<file path="src/rtl/bcd_updown_counter_pkg.sv">
// Shared constants for the BCD up/down counter slice: decade width, digit limit
// and end-of-range mode selectors.
package bcd_updown_counter_pkg;

    localparam int                     BCD_DIGIT_W   = 4;
    localparam logic [BCD_DIGIT_W-1:0] BCD_MAX_DIGIT = 4'd9;

    localparam int MODE_WRAP = 0;
    localparam int MODE_SAT  = 1;

    function automatic logic digit_ok(input logic [BCD_DIGIT_W-1:0] d);
        return d <= BCD_MAX_DIGIT;
    endfunction

endpackage

</file>
<file path="src/rtl/bcd_updown_counter_digit.sv">
// One BCD decade: registered digit with a combinational carry/borrow out, so a
// chain of decades ripples within a single cycle.
module bcd_digit
    import bcd_updown_counter_pkg::*;
(
    input  logic                   ck,
    input  logic                   reset,
    input  logic                   load,
    input  logic [BCD_DIGIT_W-1:0] load_digit,
    input  logic                   inc_in,
    input  logic                   dec_in,
    output logic [BCD_DIGIT_W-1:0] digit,
    output logic                   carry_out,
    output logic                   borrow_out
);

    assign carry_out  = inc_in && (digit == BCD_MAX_DIGIT);
    assign borrow_out = dec_in && (digit == '0);

    // inc_in and dec_in are never both high; the top resolves conflicts.
    always_ff @(posedge ck) begin
        if (!reset)
            digit <= '0;
        else if (load)
            digit <= load_digit;
        else if (inc_in)
            digit <= carry_out ? '0 : digit + 4'd1;
        else if (dec_in)
            digit <= borrow_out ? BCD_MAX_DIGIT : digit - 4'd1;
    end

endmodule

</file>
<file path="src/rtl/bcd_updown_counter.sv">
// Cascaded BCD up/down counter with parallel load, wrap or saturate at the ends
// of range, and registered carry/borrow/load-error pulses.
module bcd_updown_counter
    import bcd_updown_counter_pkg::*;
#(
    parameter int DIGITS   = 4,
    parameter int SATURATE = MODE_WRAP
) (
    input  logic                          ck,
    input  logic                          reset,
    input  logic                          inc,
    input  logic                          dec,
    input  logic                          load,
    input  logic [BCD_DIGIT_W*DIGITS-1:0] load_val,
    output logic [BCD_DIGIT_W*DIGITS-1:0] bcd,
    output logic                          cout,
    output logic                          bout,
    output logic                          at_max,
    output logic                          at_zero,
    output logic                          load_err
);

    localparam logic SAT_MODE = (SATURATE == MODE_SAT);

    logic [DIGITS-1:0] inc_c, dec_c, carry, borrow;
    logic valid, load_ok, load_bad, step_up, step_dn, up_go, dn_go;

    always_comb begin
        valid = 1'b1;
        for (int unsigned i = 0; i < DIGITS; i++)
            if (!digit_ok(load_val[i*BCD_DIGIT_W +: BCD_DIGIT_W]))
                valid = 1'b0;
    end

    assign load_ok  = load && valid;
    assign load_bad = load && !valid;

    assign at_max  = (bcd == {DIGITS{BCD_MAX_DIGIT}});
    assign at_zero = (bcd == '0);

    // Any load request, valid or not, masks stepping for that cycle.
    assign step_up = !load && inc && !dec;
    assign step_dn = !load && dec && !inc;
    assign up_go   = step_up && !(SAT_MODE && at_max);
    assign dn_go   = step_dn && !(SAT_MODE && at_zero);

    for (genvar i = 0; i < DIGITS; i++) begin : g_digit
        if (i == 0) begin : g_first
            assign inc_c[i] = up_go;
            assign dec_c[i] = dn_go;
        end else begin : g_next
            assign inc_c[i] = carry[i-1];
            assign dec_c[i] = borrow[i-1];
        end

        bcd_digit u_digit (
            .ck        (ck),
            .reset     (reset),
            .load      (load_ok),
            .load_digit(load_val[i*BCD_DIGIT_W +: BCD_DIGIT_W]),
            .inc_in    (inc_c[i]),
            .dec_in    (dec_c[i]),
            .digit     (bcd[i*BCD_DIGIT_W +: BCD_DIGIT_W]),
            .carry_out (carry[i]),
            .borrow_out(borrow[i])
        );
    end

    always_ff @(posedge ck) begin
        if (!reset) begin
            cout     <= 1'b0;
            bout     <= 1'b0;
            load_err <= 1'b0;
        end else begin
            cout     <= carry[DIGITS-1];
            bout     <= borrow[DIGITS-1];
            load_err <= load_bad;
        end
    end

endmodule

</file>
<file path="config.mk">
export PLATFORM = sky130hd
export DESIGN_NAME = bcd_updown_counter
export DESIGN_NICKNAME = d
export VERILOG_FILES = /design/src/rtl/bcd_updown_counter_pkg.sv /design/src/rtl/bcd_updown_counter_digit.sv /design/src/rtl/bcd_updown_counter.sv
export SDC_FILE = /design/constraint.sdc
export NUM_CORES = 1
export LEC_CHECK = 0
export CORE_MARGIN = 2
export CORE_UTILIZATION = 30
export DETAILED_ROUTE_END_ITERATION = 8
export PLACE_DENSITY = 0.55
export SLEW_MARGIN = 25
export SYNTH_ARGS = -nofsm -noshare
export SYNTH_HDL_FRONTEND = slang
export SYNTH_SLANG_ARGS = --single-unit
</file>
<file path="constraint.sdc">
create_clock -name ck -period 2.25 [get_ports ck]
set_input_delay 0.45 -clock ck [delete_from_list [all_inputs] [get_ports ck]]
set_output_delay 0.45 -clock ck [all_outputs]
set_load 0.02 [all_outputs]
</file>
==> results.md, run 1 <==
- Outcome: finished clean
- CTS buffer count: 3
- Total power: 1.29 mW
- Largest net degree at the start of global routing: 17
- Post-synthesis cell count: 227
- Max Fclk: 0.465 GHz
- Hold path endpoint: g_digit[0].u_digit.digit[0]
- CTS Sinks: 19
- RSZ-0062 raised after global routing: false
- Static leakage: between 1 and 1.5 nW
- Hold depth: 2
- Core area: 5890 um^2
- Hold_sp: g_digit[0].u_digit.digit[0]
- Yosys Warn Count: 0
- CTS root buffer: clkbuf_8
- Mean area per synthesized cell: 8.02 um^2
- Least-Margin Pin Slew: 0.507 ns
- Reg2Reg Capture Point: g_digit[3].u_digit.digit[3]
- Antenna Nets Post-Route: 0
- Die Wd: 81.9 um
- Layout cell share with drive strength beyond 1: a little under a third
- Area of the multi-input gates: 1400 um^2
- MaxCap Viol Count: 0
- Power Density: approximately 440 nW/um^2
- Vias per cell: 5.22
- # hold bufs at CTS: 0
- Die Span Y: 81.9 um
- Crit path launch type: flop
- Num rows: 28
- Register area: 385 um^2
- N_diodes: 0
- Fill cells: 583
- Detailed Routing Iterations Pass 1: 4
- Initial core utilization: 30.9%
- Post-synth EDFFs: 0
- WL/cell: 14.5 um
- Final Hold Viols: 0
- CP arrival: 2.30 ns
- H-tree levels: 1
- Post-synth net total: 264
- Commonest non-fill, non-tap cells in the layout: buf_4, clkdlybuf4s50_1, nand2_1, dfxtp_1
- IO buf count: 41
- CP Max Fanout: 3
- Number of global-route vias before repair: 2059
- Yosys cell types: 61
- Final Skew: 0.00360 ns
- Critical Path End Type: flop
- Worst-Skew Late Latency: 0.27 ns
- GPL Wtd Cong: between 0.8 and 0.9
- GR Overflow Total: 0
- Worst vdd ir: 0.000240 V
- Synth async-reset ratio: 0%
- Ports: 42
- Pins Over Slew Limit: 0
- Layout Nets: ~370
- Post-synthesis register bit count: 19
- Vias: approximately 2.1k
- Hold slack: 0.573 ns
- Area Growth Syn to Fin: 60.2%
- CTS tree: built
- Clock buffer depth: 2
- Final Cycle Share: 95.5%
- Die ar.: ~6700 um^2
- Aggregate global-route resource usage: 18.8%
- Mapped cell area: approximately 1800 um^2
- Worst r2r src: g_digit[2].u_digit.digit[0]
- Placed cells: 397
- Max_slew headroom: 66.1%
- Reg2Reg Setup Slack: slightly above 0.1 ns
- Post-Layout Cell Count: 404
- Initial DRC count: 88
- DRC Markers: 0
- CP required: about 2.4 ns
- Register area share after synthesis: 20.9%
- First-pass GRT wire length: 9780 um
- Initial antenna violation count: 0
- Top_reg_cell synth: dfxtp_1
- Commonest non-fill, non-tap cell in the layout: buf_4
- Routed wire length: 5870 um
- Worst hold path class: flop to flop
- R2R cell count: 8
- Setup Crit Path Kind: flop to flop
- Final Critical Period: 2.15 ns
- Setup violations, final: 0
- Detail Placement HPWL: about 4600 um
- Worst-path clk slew: 0.09 ns
## layout make-up
| type | count | share of cell area, % |
|---|---|---|
| inverter | 14 | 1.80 |
| sequential | 19 | 13.2 |
| clock buffer | 3 | 1.42 |
| multi-input combinational | 182 | 48.1 |
| clock inverter | 1 | 0.172 |
| tap | 75 | 3.22 |
| timing repair buffer | 110 | 32.1 |
## metal layers
layer,track usage (%),wire length (um),vias up
li1,-,-,1071
met1,25.4,2880,994
met2,31.2,2750,34
met3,2.64,161,9
met4,5.00,76,0
met5,0,0,-
## power breakdown
group / internal (mW) / switching [mW] / leakage (nW)
logic: 0.335 / 0.305 / 1.04
clock network: 0.124 / 0.141 / 0.0255
registers: 0.365 / 0.0242 / 0.157
total: 0.824 / 0.471 / 1.22
## Yosys cell counts (3+ instances only)
cell type | n | share of area [%]
nand3b_1 | 7 | 2.9
dfxtp_1 | 19 | 21
o221ai_1 | 3 | 1.4
a31oi_1 | 5 | 1.7
mux2i_1 | 3 | 1.6
ha_1 | 16 | 11
nand3_1 | 5 | 1.4
mux2_2 | 3 | 1.9
o21ai_0 | 14 | 3.8
nor2_1 | 12 | 2.5
inv_1 | 14 | 2.9
nand2_1 | 19 | 3.9
nor3b_1 | 8 | 3.3
a2111oi_0 | 3 | 1.4
clkbuf_1 | 8 | 1.6
nand4_1 | 4 | 1.4
o22ai_1 | 4 | 1.4
a211oi_1 | 3 | 1.2
nor3_1 | 6 | 1.6
a21oi_1 | 12 | 3.3
o211ai_1 | 4 | 1.6
## metrics by stage
step / worst slack, ns / setup TNS (ns) / util (%) / area, um^2
after floorplan: 0.0163 / 0 / - / 1820
after global placement: -0.319 / -2.11 / 47.0 / 2760
after detailed placement: -0.340 / -2.18 / 47.0 / 2760
after CTS: 0.00492 / 0 / 48.3 / 2840
after global routing: 0.0149 / 0 / 49.6 / 2920
final: 0.101 / 0 / 49.6 / 2920
## what timing repair did
action                                  in CTS  in global routing
pin swaps                                    4                  7
gates resized for setup                     10                 21
setup buffers                                0                  4
endpoints found under the setup margin       3                  8
## worst max path at each step
stage                                      from                           to  slack, ns  cells after the start
global route        g_digit[2].u_digit.digit[0]  g_digit[3].u_digit.digit[3]       0.01                      8
CTS                 g_digit[2].u_digit.digit[0]                      at_zero      0.005                      6
floorplan           g_digit[2].u_digit.digit[0]  g_digit[3].u_digit.digit[3]       0.02                      6
detailed placement                          inc  g_digit[3].u_digit.digit[3]      -0.34                      6
finish              g_digit[2].u_digit.digit[0]  g_digit[3].u_digit.digit[3]       0.10                      8
global placement                            inc  g_digit[3].u_digit.digit[3]      -0.32                      6
## cell families after synthesis
logic type	count (synthesis)	synth area share, %
AO/OA/AOI/OAI	69	26.8
XOR/XNOR	3	1.44
adder cells (fa/ha/maj)	16	11.0
buffers and inverters	26	6.12
flip-flops	19	20.9
multiplexers	6	3.51
AND/OR/NAND/NOR	88	30.2
## registers in the layout, indices dropped and copies added (netlist names)
signal / cells
bout: 1
cout: 1
g_digit.u_digit.digit: 16
load_err: 1
## critical path, stage by stage (launching register included)
cell       delay, ns
dfxtp_2         0.34
buf_4           0.12
ha_4            0.13
nand3b_1        0.14
buf_6           0.16
nor4_4          0.29
mux2_4          0.34
a2111oi_4       0.34
o221ai_1        0.16
No activity file was read; power rests on OpenSTA's default activity.
==> run 2, diff against run 1 <==
Settings changed: SLEW_MARGIN 25 to unset.
==> results of run 2 <==
No change in the layout: final DEF, timing and power equal those of run 1.
